File: src/rtl/subleq_ctrl.sv
// SUBLEQ instruction sequencer: fetches A/B/C, performs mem[B] -= mem[A], steers subleq_pc.
// Optional `SUBLEQ_INSTR_COUNT_EN adds a saturating 32-bit executed-instruction counter.
`ifndef WORD_SIZE
`define WORD_SIZE 16
`endif

module subleq_ctrl #(
  parameter int W = `WORD_SIZE,
  parameter logic [W-1:0] HALT_ADDR = {W{1'b1}}
) (
  input  logic         clk,
  input  logic         areset,
  input  logic         run,
  input  logic [W-1:0] pc,
  output logic         pc_branch,
  output logic         pc_inc,
  output logic [W-1:0] pc_target,
  output logic         mem_req,
  output logic         mem_we,
  output logic [W-1:0] mem_addr,
  output logic [W-1:0] mem_wdata,
  input  logic         mem_ack,
  input  logic [W-1:0] mem_rdata,
  output logic         halted
`ifdef SUBLEQ_INSTR_COUNT_EN
  ,
  output logic [31:0]  instr_count
`endif
);

  typedef enum logic [3:0] {
    IDLE, FA, FB, FC, LA, LB, WB, DEC, HALT
  } state_t;

  state_t state, state_nxt;

  logic [W-1:0]        op_a, op_b, op_c;
  logic signed [W-1:0] val_a, val_b, diff_wb;
  logic                leq_q;
  logic                xfer;

  function automatic logic is_leq(input logic signed [W-1:0] d);
    return (d == '0) || d[W-1];
  endfunction

  assign diff_wb = val_b - val_a;
  assign xfer    = mem_req & mem_ack;

  always_ff @(posedge clk or negedge areset) begin
    if (!areset) begin
      state <= IDLE;
      op_a  <= '0;
      op_b  <= '0;
      op_c  <= '0;
      val_a <= '0;
      val_b <= '0;
      leq_q <= 1'b0;
    end else begin
      state <= state_nxt;
      if (xfer) begin
        case (state)
          FA:      op_a  <= mem_rdata;
          FB:      op_b  <= mem_rdata;
          FC:      op_c  <= mem_rdata;
          LA:      val_a <= mem_rdata;
          LB:      val_b <= mem_rdata;
          WB:      leq_q <= is_leq(diff_wb);
          default: ;
        endcase
      end
    end
  end

  // Request fields depend only on state and registered operands, so they hold until ack.
  always_comb begin
    state_nxt = state;
    mem_req   = 1'b0;
    mem_we    = 1'b0;
    mem_addr  = '0;
    mem_wdata = '0;
    pc_inc    = 1'b0;
    pc_branch = 1'b0;
    pc_target = '0;
    halted    = 1'b0;
    case (state)
      IDLE: if (run) state_nxt = FA;
      FA, FB, FC: begin
        mem_req  = 1'b1;
        mem_addr = pc;
        if (mem_ack) begin
          pc_inc    = 1'b1;
          state_nxt = (state == FA) ? FB : (state == FB) ? FC : LA;
        end
      end
      LA: begin
        mem_req  = 1'b1;
        mem_addr = op_a;
        if (mem_ack) state_nxt = LB;
      end
      LB: begin
        mem_req  = 1'b1;
        mem_addr = op_b;
        if (mem_ack) state_nxt = WB;
      end
      WB: begin
        mem_req   = 1'b1;
        mem_we    = 1'b1;
        mem_addr  = op_b;
        mem_wdata = diff_wb;
        if (mem_ack) state_nxt = DEC;
      end
      DEC: begin
        if (leq_q && (op_c == HALT_ADDR)) begin
          state_nxt = HALT;
        end else begin
          if (leq_q) begin
            pc_branch = 1'b1;
            pc_target = op_c;
          end
          state_nxt = run ? FA : IDLE;
        end
      end
      HALT:    halted = 1'b1;
      default: state_nxt = IDLE;
    endcase
  end

`ifdef SUBLEQ_INSTR_COUNT_EN
  logic [31:0] count_q;

  function automatic logic [31:0] sat_inc(input logic [31:0] v);
    return (v == 32'hFFFF_FFFF) ? v : v + 32'd1;
  endfunction

  always_ff @(posedge clk or negedge areset) begin
    if (!areset)
      count_q <= '0;
    else if (state == DEC)
      count_q <= sat_inc(count_q);
  end

  assign instr_count = count_q;
`endif

endmodule

File: config.mk
export PLATFORM = sky130hd
export DESIGN_NAME = subleq_ctrl
export DESIGN_NICKNAME = d
export VERILOG_FILES = /design/src/rtl/subleq_ctrl.sv
export SDC_FILE = /design/constraint.sdc
export NUM_CORES = 1
export LEC_CHECK = 0
export ABC_AREA = 1
export CAP_MARGIN = 20
export CELL_PAD_IN_SITES_DETAIL_PLACEMENT = 1
export CELL_PAD_IN_SITES_GLOBAL_PLACEMENT = 1
export CORE_MARGIN = 3
export CORE_UTILIZATION = 30
export DETAILED_ROUTE_END_ITERATION = 8
export GPL_ROUTABILITY_DRIVEN = 1
export PLACE_DENSITY_LB_ADDON = 0.1
export SLEW_MARGIN = 20
export SYNTH_ARGS = -nofsm -noshare
export SYNTH_HDL_FRONTEND = slang
export SYNTH_SLANG_ARGS = --single-unit
File: constraint.sdc
create_clock -name clk -period 2.6 [get_ports clk]
set_input_delay 0.26 -clock clk [delete_from_list [all_inputs] [get_ports clk]]
set_output_delay 0.26 -clock clk [all_outputs]
set_load 0.005 [all_outputs]
==> flow_metrics.py, run 1 <==
metrics = {
    "timing": {
        "finalMaxSlewViolations": 0,
        "finalCriticalPeriod_ps": 2490,
        "tightest_slew_ps": 646,
        "finClkSkew_ps": 7.48,
        "postLayoutSetupSlackWorst_ps": 113,
        "post-route-period-util": 0.957,
        "slew_headroom": 0.568,
        "finalSetupViolations": 0,
        "clock.fmax_mhz": 402,
        "hold_viol_final": 0,
        "rsz0062_at_grt": "yes",
    },
    "worst_setup_path": {
        "critPathLaunchType": "flop",
        "critical_path_buf_inv_count": 3,
        "arrival_ps": 2230,
        "cp_max_fo": 4,
        "r2r_slack_ps": 450,
        "setup.worst_path.class": "flop to output port",
        "worst_setup_path_end_kind": "output port",
        "required_ps": 2340,
        "critical_path.slowest_cell": "fa_2",
        "crit_chain": "inv_2 -> ha_1 -> inv_1 -> fa_2 -> nand2_4 -> nand2_4 -> nand3_2 -> nand2_4 -> nand2_1 -> nand2_1 -> nand2_1 -> nand2_1 -> nor2_1 -> dlygate4sd2_1",
        "cp_common_cell": "nand2_1",
        "cpPeakStageDelay_ps": 380,
        "cp_top_family": "simple AND/OR/NAND/NOR gates",
    },
    "place": {
        "dpl.hpwl_mm": 11.1,
        "place_congestion": 0.826,
        "pre_cts_ws_ps": 78.1,
        "placement.cell_area_mm2": 0.00599,
        "numPortBuffers": 88,
    },
    "cells_and_area": {
        "final-seq-area_mm2": 0.00213,
        "area_growth_pct": 35.5,
        "final_util": 0.417,
        "diodes": 0,
        "multiInputGateArea_mm2": 0.00252,
        "design_area_mm2": 0.00665,
        "num-fill-cells": 1927,
        "drive_gt1_frac": 0.156,
        "fin_nets": 826,
    },
    "yosys": {
        "synth_area_mm2": 0.00491,
        "synth_top_area_share": 0.433,
        "synth_top_family_by_area": "simple AND/OR/NAND/NOR gates",
        "yosys-top-cells-area": "dfrtp_1 43%, nand2_1 17%, inv_1 6.7%",
        "synth-xor-area-share": 0.00357,
        "synthMuxAreaShare": 0,
        "synth_compound_area_frac": 0.106,
        "ys_seq_area_frac": 0.433,
        "netlist_top_cells_count": "216 x nand2_1, 88 x inv_1, 85 x dfrtp_1",
        "ys_seq_elements": 85,
        "synth_fa_ha_area_frac": 0.0448,
        "syn_inst": 675,
        "synthFlopType": "dfrtp_1",
        "yosysWarnings": 0,
        "syn_nets": 728,
        "avgSynthCellArea_um2": 7.28,
        "yosys.cell_count.top_type": "nand2_1",
        "synth-simple-area-share": 0.308,
        "synth_top_area_cell": "dfrtp_1",
        "synth_edf_count": 0,
        "async_flop_share": 1.00,
        "synth_cell_types": 32,
    },
    "detailed_routing": {
        "postRouteAntennaNets": 0,
        "vias_per_cell": 4.65,
        "via_count": 4614,
        "drc": 0,
        "drt_pre_antenna_iters": 4,
        "drt_iter0_markers": 145,
        "wire_per_inst_um": 15.3,
        "wirelength_mm": 15.2,
    },
    "power_and_ir_drop": {
        "p_leak_nw": 3.24,
        "max-vdd-ir-drop_uv": 334,
        "finalPower_w": 0.00907,
        "power.density_mw_per_mm2": 1360,
    },
    "floorplanning": {
        "core_area_mm2": 0.0159,
        "dieHeight_um": 134,
        "io_pins": 89,
        "die_width_um": 134,
        "initial_core_util": 0.308,
        "die_area_mm2": 0.0179,
        "rows": 46,
    },
    "job": {
        "maxCapViolations": 0,
    },
    "clock_tree": {
        "clock_sinks": 85,
        "clkTransAtPathRegs_ps": 60,
        "cts-root-buf": "clkbuf_16",
        "numCtsBuffers": 9,
        "htree_levels": 3,
        "clkLatencyLatePin_ps": 330,
        "cts_tree": "built",
        "clockBufferDepth": 2,
    },
    "grt": {
        "gr-usage-all-layers": 0.174,
        "grt_pass1_vias": 5029,
        "antenna_found_initial": 0,
        "grt_start_max_net_pins": 48,
        "grt_pass1_wl_mm": 24.9,
        "grt-ovfl-total": 0,
    },
    "status": {
        "outcome": "finished clean",
    },
    "hold_path": {
        "hold_class": "primary input to async pin",
    },
}
-- cell usage in the layout, fill, tap and decap left out, drive strengths merged --
cell type      netlist  routed
nand4                7       7
a21oi               31      31
o31ai                1       1
o21ai               68      68
nor2                70      70
clkinvlp             0       1
inv                102     102
clkdlybuf4s50        0      77
clkbuf               3      11
dfrtp               85      85
dlygate4sd2          0       7
xor2                 1       1
ha                  16      16
and2                 1       1
nor3                 2       2
nand3               34      34
bufinv               0       2
dlygate4sd3          0       1
buf                 17      19
a22oi                1       1
dlymetal6s2s         0       3
nor4                 2       2
nand3b               4       4
clkinv               0       1
fa                   1       1
xnor2                1       1
or2                  1       1
nand2              227     227
-- flip-flops by register name (all words and copies together), names as in the netlist --
register,count
val_a,16
leq_q,1
op_b,16
state,4
op_a,16
val_b,16
op_c,16
-- report_power, final --
part           internal [W]  leakage (nW)  switching (W)  total [W]
Sequential          0.00192          1.05       0.000469    0.00239
Clock              0.000861         0.152       0.000514    0.00138
Combinational       0.00227          2.04        0.00303    0.00530
Total               0.00506          3.24        0.00401    0.00907
-- kinds of logic after synthesis --
group / Yosys count
AO/OA/AOI/OAI: 101
XOR/XNOR: 2
adder cells (fa/ha/maj): 17
buffers and inverters: 122
flip-flops: 85
AND/OR/NAND/NOR: 348
-- through the flow --
step	setup TNS [ps]	hold WS [ps]	cells
after global routing	-129	509	993
after CTS	0	492	989
after floorplan	0	-35.6	675
final	0	484	993
after global placement	0	314	967
after detailed placement	0	330	967
-- cell type report --
type | count | share of cell area
Multi-Input combinational cell | 468 | 0.378
Sequential cell | 85 | 0.320
Timing Repair Buffer | 107 | 0.156
Inverter | 102 | 0.0583
Tap cell | 216 | 0.0406
Clock buffer | 11 | 0.0365
Clock inverter | 4 | 0.0109
-- worst paths after layout --
| kind | to | from | cells past startpoint |
|---|---|---|---|
| hold / removal | val_a[14] | areset | 2 |
| setup / recovery | mem_wdata[14] | val_b[0] | 14 |
| min in group clk | val_a[12] | val_a[12] | 2 |
| setup reg to reg | leq_q | val_b[0] | 15 |
| hold reg to reg | val_a[12] | val_a[12] | 2 |
| max in group asynchronous | val_b[6] | areset | 3 |
-- layer usage --
layer  routed length (um)  vias up  GRT usage  part of all wire
met5                    0        -          0                 0
met2                 7420       73      0.307              0.49
li1                     -     2298          -                 -
met1                 7130     2225      0.220              0.47
met3                  325       18     0.0173             0.021
met4                  312        0     0.0634             0.021
-- what timing repair did --
action	CTS	global route
gates resized for setup	37	22
buffers inserted	6	4
pin swaps	9	4
hold buffers	1	0
endpoints found under the hold margin	44	0
setup endpoints to repair	16	19
Note: power is estimated with default switching activity, not from simulation.
==> run 2: changes to the inputs <==
--- a/config.mk
+++ b/config.mk
@@ -13,6 +13,7 @@
 export CORE_UTILIZATION = 30
 export DETAILED_ROUTE_END_ITERATION = 8
 export GPL_ROUTABILITY_DRIVEN = 1
+export GPL_TIMING_DRIVEN = 0
 export PLACE_DENSITY_LB_ADDON = 0.1
 export SLEW_MARGIN = 20
 export SYNTH_ARGS = -nofsm -noshare
==> run 2 against run 1 <==
Setup slack got worse by 22 ps; register-to-register slack got worse by 30 ps; total power decreased by 1.4%; sequential cell count unchanged; clock power decreased by 11%.
==> flow_metrics.py, run 2 (synthesized netlist as in run 1, its figures left out) <==
metrics = {
    "worst_setup_path": {
        "crit_chain": "ha_4 -> nand2_4 -> nor2_2 -> nand3_1 -> nand4_1 -> nand2_1 -> nor2_1 -> clkdlybuf4s50_1",
        "timing.rr.end": "leq_q",
        "r2r_slack_ps": 420,
        "critPathLaunchType": "flop",
        "cp_top_family": "simple AND/OR/NAND/NOR gates",
        "worst_setup_path_end_kind": "output port",
        "critical_path.slowest_cell": "clkdlybuf4s50_1",
        "critical_path_buf_inv_count": 1,
        "arrival_ps": 2250,
        "cpPeakStageDelay_ps": 510,
        "reg2reg_depth": 14,
        "cp_max_fo": 5,
        "setup.worst_path.class": "flop to output port",
        "required_ps": 2340,
        "reg2reg_from": "val_a[0]",
    },
    "grt": {
        "grt_pass1_vias": 5052,
        "antenna_found_initial": 0,
        "gr-usage-all-layers": 0.184,
        "grt_start_max_net_pins": 57,
        "grt-ovfl-total": 0,
        "grt_pass1_wl_mm": 26.0,
    },
    "place": {
        "place_congestion": 0.805,
        "dpl.hpwl_mm": 12.4,
        "numPortBuffers": 88,
    },
    "timing": {
        "hold_viol_final": 0,
        "slew_headroom": 0.656,
        "finClkSkew_ps": 6.14,
        "rsz0062_at_grt": "yes",
        "post-route-period-util": 0.965,
        "finalSetupViolations": 0,
        "finalMaxSlewViolations": 0,
        "tightest_slew_ps": 516,
        "finalSetupTns_ps": 0,
        "clock.fmax_mhz": 399,
        "finalCriticalPeriod_ps": 2510,
    },
    "detailed_routing": {
        "via_count": 4734,
        "vias_per_cell": 4.72,
        "drt_iter0_markers": 142,
        "wire_per_inst_um": 16.3,
        "postRouteAntennaNets": 0,
        "drc": 0,
        "drt_pre_antenna_iters": 4,
        "wirelength_mm": 16.3,
    },
    "floorplanning": {
        "rows": 46,
        "core_area_mm2": 0.0159,
        "io_pins": 89,
        "die_width_um": 134,
        "initial_core_util": 0.308,
        "die_area_mm2": 0.0179,
        "dieHeight_um": 134,
    },
    "clock_tree": {
        "cts-root-buf": "clkbuf_16",
        "clkLatencyLatePin_ps": 350,
        "numCtsBuffers": 9,
        "clock_sinks": 85,
        "clockBufferDepth": 2,
        "cts_tree": "built",
        "htree_levels": 3,
        "clkTransAtPathRegs_ps": 60,
    },
    "cells_and_area": {
        "mostFrequentLayoutCells": "199 x nand2_1, 84 x inv_1, 82 x dfrtp_1, 78 x clkdlybuf4s50_1, 55 x o21ai_1",
        "final_util": 0.418,
        "final_common_cell": "nand2_1",
        "drive_gt1_frac": 0.177,
        "num-fill-cells": 1972,
        "area_growth_pct": 35.8,
        "multiInputGateArea_mm2": 0.00252,
        "final-seq-area_mm2": 0.00213,
        "diodes": 0,
        "fin_nets": 836,
    },
    "power_and_ir_drop": {
        "p_leak_nw": 3.25,
        "max-vdd-ir-drop_uv": 371,
        "power.density_mw_per_mm2": 1340,
    },
    "job": {
        "maxCapViolations": 0,
    },
    "hold_path": {
        "hold_class": "primary input to async pin",
    },
    "status": {
        "outcome": "finished clean",
    },
}
## run 2: cell types whose count changed in the layout (fill, tap and decap cells not counted), sizes merged
cell	previous run	this run
dlygate4sd2	7	2
clkbuf	11	20
clkdlybuf4s50	77	78
buf	19	27
bufinv	2	0
clkinvlp	1	0
## run 2: worst max-delay path by stage
stage	to	depth (start not counted)	slack, ps	start
final	mem_wdata[11]	8	90	val_b[9]
after global routing	mem_wdata[11]	9	-40	val_a[9]
after CTS	mem_wdata[13]	11	3	val_a[4]
after detailed placement	mem_wdata[12]	14	-2	val_b[0]
after global placement	op_a[4]	1	-1850	areset
after floorplan	mem_wdata[12]	13	720	val_b[0]
## run 2: cell type report
type / instances / area share
buffer: 19 / 0.0189
clock buffer: 14 / 0.0411
clock inverter: 1 / 0.000750
inverter: 102 / 0.0574
multi-input combinational: 468 / 0.378
sequential: 85 / 0.319
tap: 216 / 0.0405
timing repair buffer: 98 / 0.144
## run 2: metal layers
metal	GRT usage	share of wire	routed length, um	vias to the layer above
li1	-	-	-	2323
met3	0.0173	0.019	313	23
met5	0	0	0	-
met1	0.227	0.45	7340	2309
met4	0.0771	0.025	413	0
met2	0.329	0.51	8280	79
## run 2: worst reg2reg max path: stages (launching register included)
cell     delay, ps
dfrtp_1        400
ha_1           200
inv_1           60
fa_2           420
inv_1           80
nand2_1         50
a21oi_1        130
nand3_1        110
nor2_2         120
nand2_2         70
nor2_2         100
nand2_1         70
nor2_2          80
nand2_1         80
a21oi_2        120
## run 2: stage by stage
stage | power [W] | std cells | area, um^2 | hold WS [ps] | worst slack [ps]
floorplan | 0.00543 | 675 | 4910 | -35.6 | 718
CTS | 0.00869 | 995 | 6540 | 412 | 3.04
detailed placement | 0.00705 | 980 | 6090 | 229 | -2.18
finish | 0.00894 | 1003 | 6670 | 391 | 91.1
global route | 0.00984 | 1003 | 6670 | 440 | -35.2
global placement | 0.00689 | 979 | 6060 | 469 | -1850
## run 2: what timing repair did
| item | 4_1_cts | 5_1_grt |
|---|---|---|
| pin swaps | 0 | 10 |
| gates resized for setup | 34 | 37 |
| setup buffers | 0 | 8 |
| endpoints found under the hold margin | 29 | 0 |
| hold buffers | 1 | 0 |
| endpoints found under the setup margin | 33 | 36 |
## run 2: report_power, final
group	switching [W]	total, W	internal [W]
logic	0.00306	0.00532	0.00226
registers	0.000459	0.00239	0.00193
clock network	0.000511	0.00123	0.000720
total	0.00403	0.00894	0.00491
==> run 3: changes to the inputs <==
--- a/config.mk
+++ b/config.mk
@@ -9,8 +9,7 @@
 export CAP_MARGIN = 20
 export CELL_PAD_IN_SITES_DETAIL_PLACEMENT = 1
 export CELL_PAD_IN_SITES_GLOBAL_PLACEMENT = 1
-export CORE_MARGIN = 3
-export CORE_UTILIZATION = 30
+export CORE_UTILIZATION = 38
 export DETAILED_ROUTE_END_ITERATION = 8
 export GPL_ROUTABILITY_DRIVEN = 1
 export GPL_TIMING_DRIVEN = 0
==> run 3 against run 2 <==
Register-to-register slack about the same; hold slack improved by 34 ps; die area shrank 25%; first-iteration DRC count increased by 15%; core utilization increased by 11 points; clock power rose by 21%; setup slack worse by 30 ps; global-route usage increased by 6.2 points; count of clock-buffer cells in the layout down 4; largest cell class unchanged.
==> flow_metrics.py, run 3 (synthesized netlist as in run 1, its figures left out) <==
metrics = {
    "status": {
        "outcome": "finished clean",
    },
    "place": {
        "place_inst": 936,
        "dpl.hpwl_mm": 11.8,
        "place_congestion": 0.841,
        "numPortBuffers": 88,
        "pre_cts_ws_ps": 29.5,
    },
    "timing": {
        "slew_headroom": 0.660,
        "post-route-period-util": 0.977,
        "finClkSkew_ps": 7.92,
        "finalSetupViolations": 0,
        "rsz0062_at_grt": "yes",
        "finalMaxSlewViolations": 0,
        "clock.fmax_mhz": 394,
        "tightest_slew_ps": 510,
        "postLayoutSetupSlackWorst_ps": 61.1,
        "hold_viol_final": 0,
        "finalCriticalPeriod_ps": 2540,
    },
    "cells_and_area": {
        "area_growth_pct": 35.0,
        "fin_nets": 835,
        "diodes": 0,
        "final_common_cell": "nand2_1",
        "mostFrequentLayoutCells": "209 x nand2_1, 85 x inv_1, 83 x dfrtp_1, 77 x clkdlybuf4s50_1, 55 x o21ai_1",
        "drive_gt1_frac": 0.158,
        "num-fill-cells": 1594,
        "instances_no_fill": 959,
        "final_util": 0.525,
    },
    "detailed_routing": {
        "wire_per_inst_um": 16.0,
        "via_count": 4727,
        "wirelength_mm": 15.3,
        "vias_per_cell": 4.93,
        "drt_iter0_markers": 163,
        "postRouteAntennaNets": 0,
        "drt_pre_antenna_iters": 4,
        "drc": 0,
    },
    "worst_setup_path": {
        "critPathLaunchType": "flop",
        "required_ps": 2340,
        "worst_setup_path_end_kind": "output port",
        "critical_path.slowest_cell": "clkdlybuf4s50_1",
        "crit_chain": "inv_1 -> nor2_2 -> nand2_4 -> nand2_2 -> buf_4 -> nand2_1 -> nand3_1 -> clkdlybuf4s50_1",
        "setup.worst_path.class": "flop to output port",
        "arrival_ps": 2280,
        "cpPeakStageDelay_ps": 510,
        "cp_max_fo": 10,
        "reg2reg_depth": 14,
    },
    "grt": {
        "antenna_found_initial": 0,
        "gr-usage-all-layers": 0.246,
        "grt_start_max_net_pins": 51,
        "grt_pass1_vias": 4932,
        "grt_pass1_wl_mm": 25.0,
        "grt-ovfl-total": 0,
    },
    "clock_tree": {
        "clock_sinks": 85,
        "cts-root-buf": "clkbuf_16",
        "clkLatencyLatePin_ps": 340,
        "cts_tree": "built",
        "htree_levels": 3,
        "clkTransAtPathRegs_ps": 60,
        "clockBufferDepth": 2,
        "numCtsBuffers": 9,
    },
    "floorplanning": {
        "die_width_um": 116,
        "initial_core_util": 0.389,
        "dieHeight_um": 116,
        "die_area_mm2": 0.0134,
        "core_area_mm2": 0.0126,
        "rows": 41,
        "io_pins": 89,
    },
    "power_and_ir_drop": {
        "p_leak_nw": 3.29,
        "max-vdd-ir-drop_uv": 441,
        "power.density_mw_per_mm2": 1370,
    },
    "job": {
        "maxCapViolations": 0,
    },
    "hold_path": {
        "hold_class": "primary input to async pin",
    },
}
[run 3: cell types whose count changed in the layout (fill, tap and decap cells not counted), moves of 2 or more]
| cell | before | now |
|---|---|---|
| nand2_1 | 199 | 209 |
| bufinv_16 | 0 | 3 |
| nand2_2 | 25 | 16 |
| clkbuf_1 | 4 | 2 |
| clkbuf_8 | 3 | 1 |
[run 3: worst paths after layout]
check	slack [ps]	endpoint	start
setup / recovery	60	mem_addr[15]	state[1]
max in group asynchronous	1550	state[1]	areset
min in group clk	490	val_a[3]	val_a[3]
hold / removal	430	val_a[14]	areset
setup reg to reg	430	leq_q	val_a[0]
hold reg to reg	490	val_a[3]	val_a[3]
[run 3: stage by stage]
| stage | instance area (um^2) | power, W | hold WS [ps] | TNS (ps) |
|---|---|---|---|---|
| floorplan | 4910 | 0.00543 | -35.6 | 0 |
| detailed placement | 6030 | 0.00702 | 259 | 0 |
| CTS | 6560 | 0.00897 | 437 | -315 |
| finish | 6630 | 0.00907 | 426 | 0 |
| global route | 6630 | 0.00990 | 482 | -194 |
| global placement | 6010 | 0.00681 | 470 | -151250 |
[run 3: repair_timing]
item | in CTS | in global routing
setup endpoints to repair | 24 | 31
resized for setup | 27 | 23
hold endpoints to repair | 35 | 0
setup buffers | 3 | 5
pin swaps | 3 | 3
hold buffers | 1 | 0
[run 3: critical path, delay by kind of cell (launching register included)]
kind | cells | cell delay [ps]
flops | 1 | 420
buf+inv | 3 | 810
simple gates | 5 | 700
[run 3: routing by layer]
layer,part of all wire,vias to the layer above,GRT usage,wire length (um)
met5,0,-,0,0
met4,0.014,0,0.0701,208
met3,0.026,13,0.0319,394
met2,0.53,74,0.463,8180
met1,0.43,2318,0.294,6550
li1,-,2322,-,-
[run 3: area by class of cell]
class,count,area (um^2),area share
Buffer,18,119,0.0179
Clock buffer,10,239,0.0361
Clock inverter,6,109,0.0164
Inverter,102,383,0.0578
Multi-Input combinational cell,468,2470,0.372
Sequential cell,85,2130,0.321
Tap cell,172,215,0.0325
Timing Repair Buffer,98,968,0.146
[run 3: power by group]
part	leakage [nW]	total (W)	internal (W)	switching [W]
clock network	0.173	0.00149	0.000965	0.000523
registers	1.05	0.00237	0.00193	0.000447
logic	2.07	0.00521	0.00222	0.00299
